### src/rtl/cdma_pkg.sv
// Shared types and constants for the CDMA command splitter.
// States, datamover limits and the default address width.
package cdma_pkg;

  typedef enum logic [1:0] {
    IDLE  = 2'd0,
    ISSUE = 2'd1,
    DRAIN = 2'd2,
    CPL   = 2'd3
  } cdma_split_state_t;

  localparam int CDMA_BTT_MAX  = 2**23 - 1;
  localparam int CDMA_4K       = 4096;
  localparam int AXI_ADDR_BITS = 32;

endpackage

### src/rtl/cdma_split_chunk_calc.sv
// Next chunk length from current address and remaining bytes.
// CDMA_SPLIT_4K_EN adds the 4 KiB boundary limit.
module cdma_split_chunk_calc
  import cdma_pkg::*;
#(
  parameter int ADDR_BITS = 32,
  parameter int LEN_BITS  = 32,
  parameter int MAX_CHUNK = 2**22
) (
  input  logic [ADDR_BITS-1:0] addr,
  input  logic [LEN_BITS-1:0]  rem,
  output logic [LEN_BITS-1:0]  len
);

  localparam logic [LEN_BITS-1:0] MAXC = LEN_BITS'(MAX_CHUNK);

  logic [LEN_BITS-1:0] cap;

  assign cap = (rem < MAXC) ? rem : MAXC;

`ifdef CDMA_SPLIT_4K_EN
  // Bytes left before the next 4 KiB boundary: 1..4096
  logic [12:0]         room;
  logic [LEN_BITS-1:0] room_w;

  assign room   = 13'(CDMA_4K) - {1'b0, addr[11:0]};
  assign room_w = LEN_BITS'(room);
  assign len    = (cap < room_w) ? cap : room_w;
`else
  logic unused_addr;

  assign unused_addr = ^addr;
  assign len         = cap;
`endif

endmodule

### src/rtl/cdma_cmd_splitter.sv
// Splits one long transfer into datamover commands, limits outstanding.
// Optional CDMA_SPLIT_4K_EN keeps every chunk inside a 4 KiB page.
module cdma_cmd_splitter
  import cdma_pkg::*;
#(
  parameter int ADDR_BITS       = AXI_ADDR_BITS,
  parameter int LEN_BITS        = 32,
  parameter int MAX_CHUNK       = 2**22,
  parameter int MAX_OUTSTANDING = 8
) (
  input  logic                 aclk,
  input  logic                 aresetn,
  input  logic                 s_req_valid,
  output logic                 s_req_ready,
  input  logic [ADDR_BITS-1:0] s_req_paddr,
  input  logic [LEN_BITS-1:0]  s_req_len,
  output logic                 s_cpl,
  output logic                 cmd_valid,
  input  logic                 cmd_ready,
  output logic [ADDR_BITS-1:0] cmd_paddr,
  output logic [LEN_BITS-1:0]  cmd_len,
  input  logic                 cmd_done,
  output logic                 busy,
  output logic                 err
);

  localparam int            OW   = $clog2(MAX_OUTSTANDING + 1);
  localparam logic [OW-1:0] OMAX = OW'(MAX_OUTSTANDING);

  cdma_split_state_t state;

  logic [ADDR_BITS-1:0] addr_q;
  logic [LEN_BITS-1:0]  rem_q;
  logic [LEN_BITS-1:0]  chunk;
  logic [LEN_BITS-1:0]  rem_nx;
  logic [OW-1:0]        outs;
  logic [OW-1:0]        outs_nx;
  logic                 ready_q;
  logic                 valid_q;
  logic                 cpl_q;
  logic                 busy_q;
  logic                 err_q;
  logic                 acc;
  logic                 hs;
  logic                 dec;

  cdma_split_chunk_calc #(
    .ADDR_BITS (ADDR_BITS),
    .LEN_BITS  (LEN_BITS),
    .MAX_CHUNK (MAX_CHUNK)
  ) u_calc (
    .addr (addr_q),
    .rem  (rem_q),
    .len  (chunk)
  );

  assign acc    = s_req_valid & ready_q;
  assign hs     = valid_q & cmd_ready;
  assign dec    = cmd_done & (outs != '0);
  assign rem_nx = rem_q - chunk;

  always_comb begin
    outs_nx = outs;
    unique case ({hs, dec})
      2'b10:   outs_nx = outs + OW'(1);
      2'b01:   outs_nx = outs - OW'(1);
      default: outs_nx = outs;
    endcase
  end

  always_ff @(posedge aclk or negedge aresetn) begin
    if (!aresetn) begin
      state   <= IDLE;
      addr_q  <= '0;
      rem_q   <= '0;
      outs    <= '0;
      ready_q <= 1'b0;
      valid_q <= 1'b0;
      cpl_q   <= 1'b0;
      busy_q  <= 1'b0;
      err_q   <= 1'b0;
    end else begin
      outs  <= outs_nx;
      cpl_q <= 1'b0;
      if (cmd_done && outs == '0) err_q <= 1'b1;
      if (cpl_q) busy_q <= 1'b0;
      unique case (state)
        IDLE: begin
          ready_q <= !acc;
          if (acc) begin
            addr_q <= s_req_paddr;
            rem_q  <= s_req_len;
            busy_q <= 1'b1;
            if (s_req_len == '0) begin
              state <= CPL;
            end else begin
              state   <= ISSUE;
              valid_q <= outs_nx < OMAX;
            end
          end
        end
        ISSUE: begin
          // Valid only drops on the final handshake or at the limit
          valid_q <= !(hs && rem_nx == '0) && (outs_nx < OMAX);
          if (hs) begin
            addr_q <= addr_q + ADDR_BITS'(chunk);
            rem_q  <= rem_nx;
            if (rem_nx == '0) state <= DRAIN;
          end
        end
        DRAIN: begin
          if (outs == '0) state <= CPL;
        end
        CPL: begin
          cpl_q   <= 1'b1;
          ready_q <= 1'b0;
          state   <= IDLE;
        end
      endcase
    end
  end

  assign s_req_ready = ready_q;
  assign s_cpl       = cpl_q;
  assign cmd_valid   = valid_q;
  assign cmd_paddr   = addr_q;
  assign cmd_len     = chunk;
  assign busy        = busy_q;
  assign err         = err_q;

endmodule

### config.mk
export PLATFORM = sky130hd
export DESIGN_NAME = cdma_cmd_splitter
export DESIGN_NICKNAME = d
export VERILOG_FILES = /design/src/rtl/cdma_pkg.sv /design/src/rtl/cdma_split_chunk_calc.sv /design/src/rtl/cdma_cmd_splitter.sv
export SDC_FILE = /design/constraint.sdc
export NUM_CORES = 1
export LEC_CHECK = 0
export BUFFER_PORTS_ARGS = -buffer_cell sky130_fd_sc_hd__buf_2
export CELL_PAD_IN_SITES_DETAIL_PLACEMENT = 0
export CELL_PAD_IN_SITES_GLOBAL_PLACEMENT = 1
export CORE_UTILIZATION = 25
export DETAILED_ROUTE_END_ITERATION = 6
export PLACE_DENSITY = 0.69
export SLEW_MARGIN = 20
export SYNTH_ARGS = -nofsm -noshare
export SYNTH_HDL_FRONTEND = slang
export SYNTH_SLANG_ARGS = --single-unit
export TNS_END_PERCENT = 100
### constraint.sdc
create_clock -name aclk -period 4.1 [get_ports aclk]
set_clock_uncertainty 0.15 [all_clocks]
set_input_delay 0.205 -clock aclk [delete_from_list [all_inputs] [get_ports aclk]]
set_output_delay 0.205 -clock aclk [all_outputs]
set_load 0.01 [all_outputs]
After elaboration in Yosys (flattened, before gate mapping)
Index checks and enable logic that the tools add are counted.
Widths: inputs -> output; s select.
{ "word_totals": {"register_bits": 75, "in_bits": 69, "out_inout_bits": 69, "word_cells": 65} }
{ "op_classes": {"add_sub_neg": 4, "n_lt_le_gt_ge": 2, "eq_ne": 10, "n_mux": 22, "bitwise": 3, "reduce_logical": 15} }
{ "op_table": {"columns": ["operator", "n"], "rows": [
  ["$mux 32", 5],
  ["$pmux 32 s2", 2],
  ["$logic_not 32->1", 2],
  ["$add 32x32->32", 1],
  ["$lt 32x23->1 const B", 1],
  ["$sub 32x32->32", 1],
  ["$mux 2", 5],
  ["$ne 2x2->1 const B", 5],
  ["$pmux 2 s4", 1],
  ["$pmux 4 s2", 1],
  ["$eq 2x2->1 const B", 3],
  ["$mux 1", 6],
  ["$reduce_and 3->1", 2],
  ["$add 4x1->4 const B", 1],
  ["$eq 2x1->1 const B", 2],
  ["$logic_not 4->1", 1],
  ["$lt 4x4->1 const B", 1],
  ["$pmux 1 s2", 2],
  ["$reduce_and 4->1", 1],
  ["$reduce_bool 2->1", 2],
  ["$reduce_bool 4->1", 1],
  ["$sub 4x1->4 const B", 1],
  ["$and 1x1->1", 3],
  ["$logic_and 1x1->1", 3],
  ["2 further kinds", 3]
]} }

Depth between registers and ports, before layout
Gate-level depths: netlist of run 1.
{ "depth": {"depth_word": 8, "mapped_depth": 18, "depth_no_buf": 15} }

Cells and area by module
A second synthesis of run 1 with hierarchy kept.
{ "hier_totals": {"hier_cells": 953, "hier_area_um2": 7683.6} }
{ "by_module_without_submodules": {"columns": ["mod", "n_inst", "cells_per_inst", "area_per_inst_um2", "seq_area_each_um2"], "rows": [
  ["cdma_cmd_splitter", 1, 886, 7166.9, 1876.8],
  ["cdma_split_chunk_calc", 1, 67, 516.7, 0.0]
]} }

Worst setup path after synthesis of run 1
Ideal clock, no wire load.
{ "synth_timing": {"path_type": "register -> register", "start": "register rem_q[26]", "end": "register addr_q[18], in the netlist cmd_paddr[18]", "setup_time_ns": 0.065, "t_arrival_ns": 3.855, "required_time_ns": 3.885, "setup_slack_ns": 0.030, "stages_incl_launch_ff": 18, "n_path_buf": 2, "period_less_slack_ns": 4.070, "path_cell_list": "dfrtp_1 -> nor4_1 -> and4_1 -> buf_4 -> clkbuf_1 -> and2_1 -> ha_1 -> inv_1 -> fa_1 -> nand2b_1 -> a21oi_1 -> o21ai_0 -> a21boi_0 -> o21a_1 -> o211a_1 -> nor3_1 -> o311ai_0 -> o21a_1"} }
{ "synth_between": {"elab_chain_cells": 5} }
{ "synth_lines": {"columns": ["item", "line", "text"], "rows": [
  ["start: declaration", "cdma_cmd_splitter.sv:33", "logic [LEN_BITS-1:0] rem_q;"],
  ["start signal: assignment", "cdma_cmd_splitter.sv:92", "rem_q <= s_req_len;"],
  ["start signal: assignment", "cdma_cmd_splitter.sv:107", "rem_q <= rem_nx;"],
  ["$lt 32x23->1", "cdma_split_chunk_calc.sv:19", "assign cap = (rem < MAXC) ? rem : MAXC;"],
  ["$mux 32", "cdma_split_chunk_calc.sv:19", null],
  ["via cmd_len[0]", "cdma_cmd_splitter.sv:21", "output logic [LEN_BITS-1:0] cmd_len,"],
  ["$add 32x32->32", "cdma_cmd_splitter.sv:106", "addr_q <= addr_q + ADDR_BITS'(chunk);"],
  ["$mux 32", "cdma_cmd_splitter.sv:105", "if (hs) begin"],
  ["$pmux 32 s2", "cdma_cmd_splitter.sv:87", "unique case (state)"],
  ["end signal: assignment", "cdma_cmd_splitter.sv:91", "addr_q <= s_req_paddr;"],
  ["end signal: assignment", "cdma_cmd_splitter.sv:106", null],
  ["end: declaration", "cdma_cmd_splitter.sv:32", "logic [ADDR_BITS-1:0] addr_q;"]
]} }
The timed path passes the listed nets, and every way through them passes these cells. The select of a mux whose other input is x is not followed.
A chain may end at the register's enable or synchronous reset.

Final worst setup path of run 1
{ "layout_timing": {"start": "register rem_q[26]", "end": "register addr_q[24], in the netlist cmd_paddr[24]"} }
{ "layout_between": {"elab_chain_cells": 5} }
{ "layout_lines": {"columns": ["item", "line"], "rows": [
  ["$lt 32x23->1", "cdma_split_chunk_calc.sv:19"],
  ["$mux 32", "cdma_split_chunk_calc.sv:19"],
  ["$add 32x32->32", "cdma_cmd_splitter.sv:106"],
  ["$mux 32", "cdma_cmd_splitter.sv:105"],
  ["$pmux 32 s2", "cdma_cmd_splitter.sv:87"]
]} }
No other way between the ends. The select of a mux whose other input is x is not followed.

==> summary.txt, run 1 <==
Synth
  • Area leader, netlist: sky130_fd_sc_hd__dfrtp_1
  • Post-synth top area share: 31.6%
  • Post-synth cell types: 69
  • Syn. warnings: 0
  • Cell area after synthesis: 5940 sq um
  • Post-Syn Area per Cell: 8.22 sq um
  • Post-Syn Instances: 723
  • Async SR Flop Fraction: 100%
  • Ys flop type: sky130_fd_sc_hd__dfrtp_1
  • EDFF count, synth: 0
  • Largest cells by area after synthesis: sky130_fd_sc_hd__dfrtp_1 32%, sky130_fd_sc_hd__ha_1 8.4%, sky130_fd_sc_hd__a21oi_1 6.1%, sky130_fd_sc_hd__o21ai_0 5.8%, sky130_fd_sc_hd__nand2_1 4.7%
  • Number of flip-flops and latches in the synthesized netlist: 75
  • Sequential share of the synthesized area: 31.6%

Floorplanning
  • Die Y: 156 microns
  • X dimension of the die: 156 microns
  • Die ar.: 24400 sq um
  • Number of top-level design ports: 138
  • # rows: 56
  • Starting utilization of the core area: 25.4%
  • Floorplan Core Area: 23400 sq um

Clocking
  • Clk pin slew, worst setup/hold paths: 0.06 ns
  • CTS tree: built
  • Root Buffer: sky130_fd_sc_hd__clkbuf_16
  • Max Buffers Root-to-Sink: 2
  • CTS sink cnt: 75
  • Clock latency on the worst-skew pair: 0.35 ns
  • H-tree depth: 3
  • TritonCTS Buffers: 9

Cells and area
  • Filler cells: 2584
  • Count of antenna diodes in the layout: 0
  • Layout cell share with drive strength beyond 1: 22.9%
  • Final non-filler cell area: 7800 sq um
  • Post-layout utilization of the core: 33.3%
  • Commonest non-fill, non-tap cell in the layout: sky130_fd_sc_hd__buf_2
  • Most frequent cells in the layout: 127 x sky130_fd_sc_hd__buf_2, 75 x sky130_fd_sc_hd__dfrtp_1, 74 x sky130_fd_sc_hd__nand2_1
  • Area added between synthesis and finish: 31.2%
  • Post-layout nets: 1009

Placed design
  • Half-perimeter wire length of the detailed placement result: 15500 microns
  • Setup slack after placement: -0.0404 ns
  • Instance area after placement: 7160 sq um
  • Buffers added on ports: 128
  • Gp weighted congestion: 0.835

Power
  • Switch share: 46.9%
  • Maximum resistive drop on vdd: 365 uV
  • Psw: 2.70 mW
  • Sequential cell fraction of total power: 26.5%
  • Design internal power: 3.06 mW
  • Power per cell area: 738 nW/um^2
  • Part of the total power dissipated in the clock network: 15.9%
  • Leak: 3.66 nW
  • Combinational group share of total power: 57.6%

Worst setup path
  • Maximum fanout along the worst path: 11
  • Type of element launching the critical path: flip-flop
  • Data arrival, critical path: 3.85 ns
  • Type of the worst setup path: flip-flop to flip-flop
  • Critical Path, Cell by Cell: nor4_4 -> and4_4 -> buf_4 -> buf_4 -> and2_1 -> ha_1 -> and4_1 -> a21oi_1 -> o21ai_0 -> a21o_1 -> or2_2 -> a41o_1 -> nor2_1 -> a2bb2oi_1 -> o21ai_0
  • Slowest cell on crit path: sky130_fd_sc_hd__dfrtp_1
  • Reg-to-reg setup timing slack: 0.31 ns
  • Biggest cell delay along the critical path: 0.40 ns
  • Critical path capture point type: flip-flop
  • Startpoint of the worst-slack reg-to-reg timing path: rem_q[26]
  • Worst-case reg-to-reg path depth: 15
  • Crit Reg-Reg Endpoint: cmd_paddr[24]
  • Data required, critical path: 4.16 ns

GRT
  • Number of global-route vias before repair: 5876
  • Initial antenna violation count: 2
  • Maximum number of pins on one net before global-route repair: 53
  • Total global-route track usage: 16.8%
  • First-pass GRT wire length: 31700 microns
  • Total overflow reported by the global router: 0

Routing
  • Number of remaining DRC errors: 0
  • Starting DRT DRC Count: 321
  • Total number of vias: 6068
  • Routed Antenna Nets: 0
  • Via-per-instance ratio: 4.97
  • Wire per inst: 16.7 microns
  • Number of detailed-routing iterations run before antenna repair: 5
  • Wire length after detailed routing: 20400 microns

STA
  • Hold violation count in the final report: 0
  • WHS: 0.00421 ns
  • Max frequency: 264 MHz
  • Post-route setup slack: 0.307 ns
  • Relative slew slack: 27.0%
  • Final Max Tran Viols: 0
  • Tightest Pin Transition: 1.09 ns
  • Final worst path period share: 92.5%
  • Final setup vio count: 0
  • Post-layout min period: 3.79 ns
  • RSZ-0062 raised after global routing: no

Hold path
  • Number of stages on the worst hold path: 3
  • Hold Path Origin: s_req_paddr[17]
  • Worst min-delay path category: input pin to flip-flop
  • Hold worst-path end: cmd_paddr[17]

Outcome
  • Result of the run: finished, final reports clean

Flow run
  • Maxcap violations: 0
==> power groups by stage <==
stage	Clock [mW]	Combinational (mW)	Sequential (mW)
global route	0.961	3.72	1.58
CTS	0.937	3.31	1.52
finish	0.916	3.31	1.53
global placement	0	3.26	1.53
detailed placement	0	3.28	1.53
floorplan	0	2.24	1.50
==> how the worst max path moves through the flow <==
stage / startpoint / end / slack (ns) / cells past startpoint
after global routing: rem_q[26] / cmd_paddr[29] / 0.02 / 16
final: rem_q[26] / cmd_paddr[24] / 0.31 / 15
after detailed placement: rem_q[26] / cmd_paddr[29] / -0.04 / 16
after global placement: rem_q[26] / cmd_paddr[23] / -0.003 / 16
after floorplan: rem_q[26] / cmd_paddr[18] / 0.03 / 17
after CTS: rem_q[26] / cmd_paddr[29] / 0.02 / 16
==> cell families (layout without fill, tap and decap cells) <==
family	Yosys count	count (layout)	share of synthesized area (%)
AOI/OAI and AO/OA	243	243	25.7
and+or+nand+nor	236	236	19.5
DFF	75	75	31.6
buffers and inverters	69	233	5.16
adders and majority gates	42	42	9.09
xor gates and xnor gates	31	31	4.57
muxes	25	25	4.23
other	2	18	0.126
==> registers in the layout, summed over array words and instances (netlist names) <==
signal / cells
cmd_paddr: 32
rem_q: 32
outs: 4
state: 2
busy: 1
cmd_valid: 1
err: 1
s_cpl: 1
s_req_ready: 1
==> layout make-up <==
cell class	count	area [sq um]	share of cell area, %
tap	319	399	5.12
clock inverter	4	72.6	0.931
clock buffer	12	256	3.29
multi-input combinational	595	3910	50.1
sequential	75	1880	24.1
timing repair buffer	191	1190	15.2
inverter	26	97.6	1.25
==> synth_stat cells (3+ instances only) <==
library cell                n
sky130_fd_sc_hd__a211oi_1   4
sky130_fd_sc_hd__a21boi_0   3
sky130_fd_sc_hd__a21o_1    12
sky130_fd_sc_hd__a21oi_1   72
sky130_fd_sc_hd__a22o_1    14
sky130_fd_sc_hd__a22oi_1    4
sky130_fd_sc_hd__a31oi_1    9
sky130_fd_sc_hd__and2_1    19
sky130_fd_sc_hd__and3_1     6
sky130_fd_sc_hd__and4_1     3
sky130_fd_sc_hd__buf_4     10
sky130_fd_sc_hd__clkbuf_1  29
sky130_fd_sc_hd__dfrtp_1   75
sky130_fd_sc_hd__ha_1      40
sky130_fd_sc_hd__inv_1     24
sky130_fd_sc_hd__mux2i_1   24
sky130_fd_sc_hd__nand2_1   74
sky130_fd_sc_hd__nand2b_1   6
sky130_fd_sc_hd__nand3_1   13
sky130_fd_sc_hd__nand4_1   11
sky130_fd_sc_hd__nor2_1    56
sky130_fd_sc_hd__nor3_1    11
sky130_fd_sc_hd__nor4_1    16
sky130_fd_sc_hd__o211ai_1   6
sky130_fd_sc_hd__o21a_1     8
sky130_fd_sc_hd__o21ai_0   69
sky130_fd_sc_hd__o21ai_1    3
sky130_fd_sc_hd__o21bai_1   3
sky130_fd_sc_hd__o22ai_1    6
sky130_fd_sc_hd__o31ai_1    4
sky130_fd_sc_hd__or3_1      6
sky130_fd_sc_hd__or4_1      3
sky130_fd_sc_hd__xnor2_1   17
sky130_fd_sc_hd__xor2_1    14
==> layer usage <==
metal	wire, microns	GRT usage, %	up-vias
li1	-	-	2981
met1	9590	22.3	2909
met3	919	3.47	32
met4	414	5.46	4
met2	9460	27.2	142
met5	28	0	-
==> repair_timing <==
item | 4_1_cts | 5_1_grt
setup endpoints to repair | 4 | 12
buffers inserted | 0 | 0
resized for setup | 1 | 15
cloned | 0 | 0
hold buffers | 24 | 0
pin swaps | 0 | 2
endpoints found under the hold margin | 66 | 0
==> stage by stage <==
step	TNS [ns]	power, mW	cells
finish	0	5.76	1222
global route	0	6.26	1222
CTS	0	5.77	1222
detailed placement	-0.0887	4.81	1182
global placement	-0.00329	4.79	1182
floorplan	0	3.73	739
==> worst max-delay path, delay by kind of cell (launching register included) <==
kind,cells,cell delay [ns]
buf+inv,2,0.35
fa+ha+maj,1,0.32
simple gates,6,1.44
flops,1,0.40
compound gates,6,0.99
(Power assumes the default switching activity.)
==> run 2, diff against run 1 <==
==> constraint.sdc (replaced) <==
create_clock -name aclk -period 4.1 [get_ports aclk]
set_clock_uncertainty 0.15 [all_clocks]
set_input_delay 0.41 -clock aclk [delete_from_list [all_inputs] [get_ports aclk]]
set_output_delay 0.41 -clock aclk [all_outputs]
set_load 0.01 [all_outputs]
==> summary.txt, run 2 (synthesis results as in run 1) <==
Power
  • Leak: 3.54 nW
  • Pwr Total: 5.66 mW
  • Maximum resistive drop on vdd: 284 uV
  • Power per cell area: 754 nW/um^2

Clocking
  • H-tree depth: 3
  • Clock latency on the worst-skew pair: 0.35 ns
  • Root Buffer: sky130_fd_sc_hd__clkbuf_16
  • TritonCTS Buffers: 9
  • Clk pin slew, worst setup/hold paths: 0.06 ns
  • CTS sink cnt: 75
  • Max Buffers Root-to-Sink: 2
  • CTS tree: built

Floorplanning
  • Starting utilization of the core area: 25.4%
  • Die ar.: 24400 sq um
  • # rows: 56
  • Floorplan Core Area: 23400 sq um
  • Die Y: 156 microns
  • Number of top-level design ports: 138
  • X dimension of the die: 156 microns

Hold path
  • Hold Path Origin: cmd_done
  • Number of stages on the worst hold path: 2
  • Hold worst-path end: err
  • Worst min-delay path category: input pin to flip-flop

STA
  • WHS: 0.120 ns
  • Final Max Tran Viols: 0
  • Max frequency: 259 MHz
  • Relative slew slack: 29.1%
  • Tightest Pin Transition: 1.06 ns
  • Post-layout min period: 3.86 ns
  • Hold violation count in the final report: 0
  • Final setup vio count: 0
  • RSZ-0062 raised after global routing: no
  • Final worst path period share: 94.0%

Worst setup path
  • Reg-to-reg setup timing slack: 0.24 ns
  • Startpoint of the worst-slack reg-to-reg timing path: rem_q[26]
  • Worst-case reg-to-reg path depth: 14
  • Data arrival, critical path: 4.00 ns
  • Type of the worst setup path: flip-flop to flip-flop
  • Crit Reg-Reg Endpoint: cmd_paddr[18]
  • Critical path capture point type: flip-flop
  • Data required, critical path: 4.24 ns
  • Type of element launching the critical path: flip-flop
  • Maximum fanout along the worst path: 5

Routing
  • Wire length after detailed routing: 20300 microns
  • Wire per inst: 16.9 microns
  • Number of remaining DRC errors: 0
  • Number of detailed-routing iterations run before antenna repair: 5
  • Via-per-instance ratio: 4.93
  • Total number of vias: 5903
  • Starting DRT DRC Count: 329
  • Routed Antenna Nets: 0

Cells and area
  • Area added between synthesis and finish: 26.4%
  • Post-layout nets: 986
  • Most frequent cells in the layout: 127 x sky130_fd_sc_hd__buf_2, 75 x sky130_fd_sc_hd__dfrtp_1, 74 x sky130_fd_sc_hd__nand2_1
  • Commonest non-fill, non-tap cell in the layout: sky130_fd_sc_hd__buf_2
  • Filler cells: 2574
  • Final non-filler cell area: 7510 sq um
  • Layout cell share with drive strength beyond 1: 23.2%

Placed design
  • Buffers added on ports: 128
  • Gp weighted congestion: 0.826
  • Instance area after placement: 7160 sq um
  • Half-perimeter wire length of the detailed placement result: 15500 microns

GRT
  • Number of global-route vias before repair: 5575
  • Initial antenna violation count: 4
  • First-pass GRT wire length: 31600 microns
  • Maximum number of pins on one net before global-route repair: 53
  • Total overflow reported by the global router: 0
  • Total global-route track usage: 16.8%

Outcome
  • Result of the run: finished, final reports clean

Flow run
  • Maxcap violations: 0
## run 2: changes by cell type in the layout (fill, tap and decap cells not counted), sizes merged
cell	before	now
clkinv	2	3
clkinvlp	1	0
diode	0	1
bufinv	2	1
clkbuf	12	11
dlygate4sd3	24	1
## run 2: metal layers
metal  global-route usage, %  up-vias  part of all wire, %
met2                    26.6      149                   46
li1                        -     2925                    -
met1                    22.7     2797                   48
met5                       0        -                 0.20
met4                    4.39        6                  1.3
met3                    4.11       26                  5.2
## run 2: report_power, final
| part | leakage [nW] | switching, mW | internal (mW) |
|---|---|---|---|
| Sequential | 0.901 | 0.413 | 1.13 |
| Combinational | 2.50 | 1.96 | 1.35 |
| Clock | 0.141 | 0.328 | 0.480 |
## run 2: what timing repair did
item,4_1_cts,5_1_grt
endpoints found under the setup margin,6,14
hold buffers,1,0
resized for setup,1,12
endpoints found under the hold margin,3,0
cloned,0,0
buffers inserted,0,0
## run 2: metrics by stage
stage | utilization, % | cells | setup TNS, ns | worst slack, ns
floorplan | - | 739 | 0 | 0.0303
global placement | 30.6 | 1182 | -0.0188 | -0.0155
detailed placement | 30.6 | 1182 | -0.122 | -0.0707
CTS | 31.9 | 1197 | 0 | 0.0112
global route | 32.1 | 1198 | 0 | 0.00124
finish | 32.1 | 1198 | 0 | 0.244
## run 2: worst max path at each step
stage                         end  depth (start not counted)  slack (ns)      start
floorplan           cmd_paddr[18]                         17        0.03  rem_q[26]
global route        cmd_paddr[18]                         14       0.001  rem_q[26]
global placement    cmd_paddr[25]                         16       -0.02  rem_q[26]
CTS                 cmd_paddr[29]                         16        0.01  rem_q[26]
detailed placement  cmd_paddr[30]                         15       -0.07  rem_q[26]
finish              cmd_paddr[18]                         14        0.24  rem_q[26]
## run 2: final cells by class
| type | instances | area, sq um | area share, % |
|---|---|---|---|
| antenna | 1 | 2.50 | 0.0333 |
| multi-input combinational | 595 | 3890 | 51.8 |
| tap | 319 | 399 | 5.31 |
| clock inverter | 3 | 40.0 | 0.533 |
| inverter | 26 | 97.6 | 1.30 |
| sequential | 75 | 1880 | 25.0 |
| clock buffer | 11 | 243 | 3.23 |
| timing repair buffer | 168 | 958 | 12.8 |
## run 2: worst max-delay path: stages (launching register included)
cell and delay [ns]:
sky130_fd_sc_hd__dfrtp_1 0.41, sky130_fd_sc_hd__nor4_4 0.34, sky130_fd_sc_hd__and4_4 0.31, sky130_fd_sc_hd__buf_4 0.13, sky130_fd_sc_hd__and2_1 0.15, sky130_fd_sc_hd__ha_1 0.29
sky130_fd_sc_hd__a21oi_1 0.23, sky130_fd_sc_hd__nand3_1 0.14, sky130_fd_sc_hd__o21ai_0 0.38, sky130_fd_sc_hd__a21boi_0 0.20, sky130_fd_sc_hd__o21a_1 0.23, sky130_fd_sc_hd__o211a_1 0.23
sky130_fd_sc_hd__o21a_1 0.16, sky130_fd_sc_hd__o311ai_0 0.30, sky130_fd_sc_hd__o21a_1 0.17
==> run 3, diff against run 2 <==
--- a/config.mk
+++ b/config.mk
@@ -5,12 +5,13 @@
 export SDC_FILE = /design/constraint.sdc
 export NUM_CORES = 1
 export LEC_CHECK = 0
+export ABC_AREA = 1
 export BUFFER_PORTS_ARGS = -buffer_cell sky130_fd_sc_hd__buf_2
 export CELL_PAD_IN_SITES_DETAIL_PLACEMENT = 0
 export CELL_PAD_IN_SITES_GLOBAL_PLACEMENT = 1
 export CORE_UTILIZATION = 25
 export DETAILED_ROUTE_END_ITERATION = 6
-export PLACE_DENSITY = 0.69
+export PLACE_DENSITY = 0.7
 export SLEW_MARGIN = 20
 export SYNTH_ARGS = -nofsm -noshare
 export SYNTH_HDL_FRONTEND = slang
==> summary.txt, run 3 <==
Outcome
  • Result of the run: finished with violations
  • Violations in the final reports: hold timing

Worst setup path
  • Data arrival, critical path: 3.77 ns
  • Type of the worst setup path: flip-flop to flip-flop
  • Critical Path Start: rem_q[25]
  • Data required, critical path: 4.22 ns
  • Critical path capture point type: flip-flop
  • Reg-to-reg setup timing slack: 0.45 ns
  • Startpoint of the worst-slack reg-to-reg timing path: rem_q[25]
  • Crit Reg-Reg Endpoint: cmd_paddr[21]
  • Crit path to: cmd_paddr[21]
  • Worst-case reg-to-reg path depth: 16
  • Type of element launching the critical path: flip-flop
  • Maximum fanout along the worst path: 9

STA
  • Max frequency: 274 MHz
  • Tightest Pin Transition: 0.784 ns
  • Final worst path period share: 89.0%
  • RSZ-0062 raised after global routing: no
  • Setup TNS: 0 ns
  • Final setup vio count: 0
  • Final Max Tran Viols: 0
  • Post-layout min period: 3.65 ns
  • WHS: -0.0491 ns
  • Hold violation count in the final report: 32
  • Relative slew slack: 47.7%

Synth
  • Async SR Flop Fraction: 100%
  • Most frequent cell after synthesis: sky130_fd_sc_hd__nand2_1
  • Number of flip-flops and latches in the synthesized netlist: 75
  • Syn. warnings: 0
  • Post-Syn Instances: 918
  • Cell area after synthesis: 6330 sq um
  • EDFF count, synth: 0
  • Largest cells by area after synthesis: sky130_fd_sc_hd__dfrtp_1 30%, sky130_fd_sc_hd__nand2_1 9.8%, sky130_fd_sc_hd__o21ai_0 8.1%, sky130_fd_sc_hd__ha_1 7.9%, sky130_fd_sc_hd__nor2_1 6.9%
  • Most instantiated cells after synthesis: 166 x sky130_fd_sc_hd__nand2_1, 117 x sky130_fd_sc_hd__nor2_1, 103 x sky130_fd_sc_hd__o21ai_0, 89 x sky130_fd_sc_hd__inv_1, 75 x sky130_fd_sc_hd__dfrtp_1
  • Sequential share of the synthesized area: 29.6%
  • Area leader, netlist: sky130_fd_sc_hd__dfrtp_1
  • Ys flop type: sky130_fd_sc_hd__dfrtp_1
  • Post-synth cell types: 47
  • Post-synth top area share: 29.6%
  • Post-Syn Area per Cell: 6.90 sq um

GRT
  • Initial antenna violation count: 0
  • Total overflow reported by the global router: 0
  • Number of global-route vias before repair: 6303
  • Total global-route track usage: 17.0%
  • First-pass GRT wire length: 34600 microns
  • Maximum number of pins on one net before global-route repair: 93

Placed design
  • Half-perimeter wire length of the detailed placement result: 16800 microns
  • Buffers added on ports: 128
  • Gp weighted congestion: 0.837

Floorplanning
  • Floorplan Core Area: 24600 sq um
  • Number of top-level design ports: 138
  • X dimension of the die: 161 microns
  • Die Y: 161 microns
  • Die ar.: 26000 sq um
  • Starting utilization of the core area: 25.7%
  • # rows: 57

Cells and area
  • Most frequent cells in the layout: 166 x sky130_fd_sc_hd__nand2_1, 127 x sky130_fd_sc_hd__buf_2, 117 x sky130_fd_sc_hd__nor2_1
  • Layout cell share with drive strength beyond 1: 18.0%
  • Count of antenna diodes in the layout: 0
  • Area of the multi-input gates: 3990 sq um
  • Filler cells: 2741
  • Commonest non-fill, non-tap cell in the layout: sky130_fd_sc_hd__nand2_1
  • Area added between synthesis and finish: 20.7%
  • Post-layout nets: 1151
  • Register cell area after layout: 1880 sq um

Clocking
  • Clk pin slew, worst setup/hold paths: 0.07 ns
  • Max Buffers Root-to-Sink: 2
  • H-tree depth: 3
  • CTS resizes: 0
  • Root Buffer: sky130_fd_sc_hd__clkbuf_16
  • Post-CTS setup repair buffer count: 0
  • Clock latency on the worst-skew pair: 0.35 ns
  • CTS sink cnt: 75
  • TritonCTS Buffers: 9
  • CTS tree: built
  • Hold Buf Count CTS: 0

Power
  • Leak: 3.60 nW
  • Maximum resistive drop on vdd: 297 uV
  • Power per cell area: 785 nW/um^2
  • Pwr Total: 6.00 mW

Routing
  • Starting DRT DRC Count: 345
  • Via-per-instance ratio: 4.86
  • Routed Antenna Nets: 0
  • Wire per inst: 15.9 microns
  • Wire length after detailed routing: 21800 microns
  • Number of remaining DRC errors: 0
  • Total number of vias: 6648
  • Number of detailed-routing iterations run before antenna repair: 5

Hold path
  • Worst min-delay path category: input pin to asynchronous set/reset pin

Flow run
  • Maxcap violations: 0
-- run 3: critical path, cell delays in order (launching register included) --
cell	delay (ns)
sky130_fd_sc_hd__dfrtp_1	0.43
sky130_fd_sc_hd__nor2_2	0.14
sky130_fd_sc_hd__nand2_1	0.10
sky130_fd_sc_hd__nor2_2	0.10
sky130_fd_sc_hd__nand2_2	0.16
sky130_fd_sc_hd__nor2_1	0.28
sky130_fd_sc_hd__ha_1	0.33
sky130_fd_sc_hd__a21oi_1	0.14
sky130_fd_sc_hd__nand2_1	0.12
sky130_fd_sc_hd__a21boi_0	0.31
sky130_fd_sc_hd__o21ai_0	0.28
sky130_fd_sc_hd__a21oi_2	0.30
sky130_fd_sc_hd__o21bai_1	0.15
sky130_fd_sc_hd__a21oi_1	0.20
sky130_fd_sc_hd__xnor2_1	0.15
sky130_fd_sc_hd__nor2_1	0.05
sky130_fd_sc_hd__o21ai_0	0.16
-- run 3: power breakdown --
group	total (mW)	switching, mW	leakage [nW]	internal [mW]
Sequential	1.51	0.367	0.899	1.14
Clock	0.826	0.337	0.139	0.488
Combinational	3.67	2.35	2.56	1.32
Total	6.00	3.06	3.60	2.95
-- run 3: cell families (layout without fill, tap and decap cells) --
kind of cell             after synthesis  after routing  synth area share [%]
other                                  2             18                 0.119
XOR/XNOR                              26             26                  3.59
adder cells (fa/ha/maj)               42             42                  8.53
multiplexers                           1              1                 0.178
AO/OA/AOI/OAI                        256            256                  23.1
buffers and inverters                132            243                  8.61
AND/OR/NAND/NOR                      384            384                  26.2
flip-flops                            75             75                  29.6
-- run 3: worst min path at each step --
| stage | from | to | slack, ns |
|---|---|---|---|
| after floorplan | aresetn | busy | -0.04 |
| after global placement | s_cpl | busy | 0.28 |
| after detailed placement | s_cpl | busy | 0.29 |
| after CTS | s_req_paddr[25] | cmd_paddr[25] | 0.14 |
| after global routing | aresetn | cmd_paddr[3] | 0.03 |
| final | aresetn | cmd_paddr[3] | -0.05 |
-- run 3: layout make-up --
class,instances,area share (%)
well taps,324,5.30
inverters,90,4.42
repair buffers,137,9.67
flip-flops and latches,75,24.5
clock inverters,4,0.655
clock buffers,12,3.22
multi-input cells,727,52.2
-- run 3: metal layers --
layer / vias up / track usage [%] / wire (microns)
li1: 3356 / - / -
met1: 3126 / 23.9 / 10600
met2: 146 / 27.1 / 10100
met3: 20 / 2.72 / 855
met4: 0 / 3.90 / 257
met5: - / 0 / 0
-- run 3: through the flow --
stage	utilization, %	setup slack (ns)	instance area, sq um	instances
floorplan	-	0.287	6390	934
global placement	29.8	0.382	7340	1353
detailed placement	29.8	0.347	7340	1353
CTS	31.0	0.323	7640	1369
global route	31.1	0.0571	7650	1369
finish	31.1	0.450	7650	1369
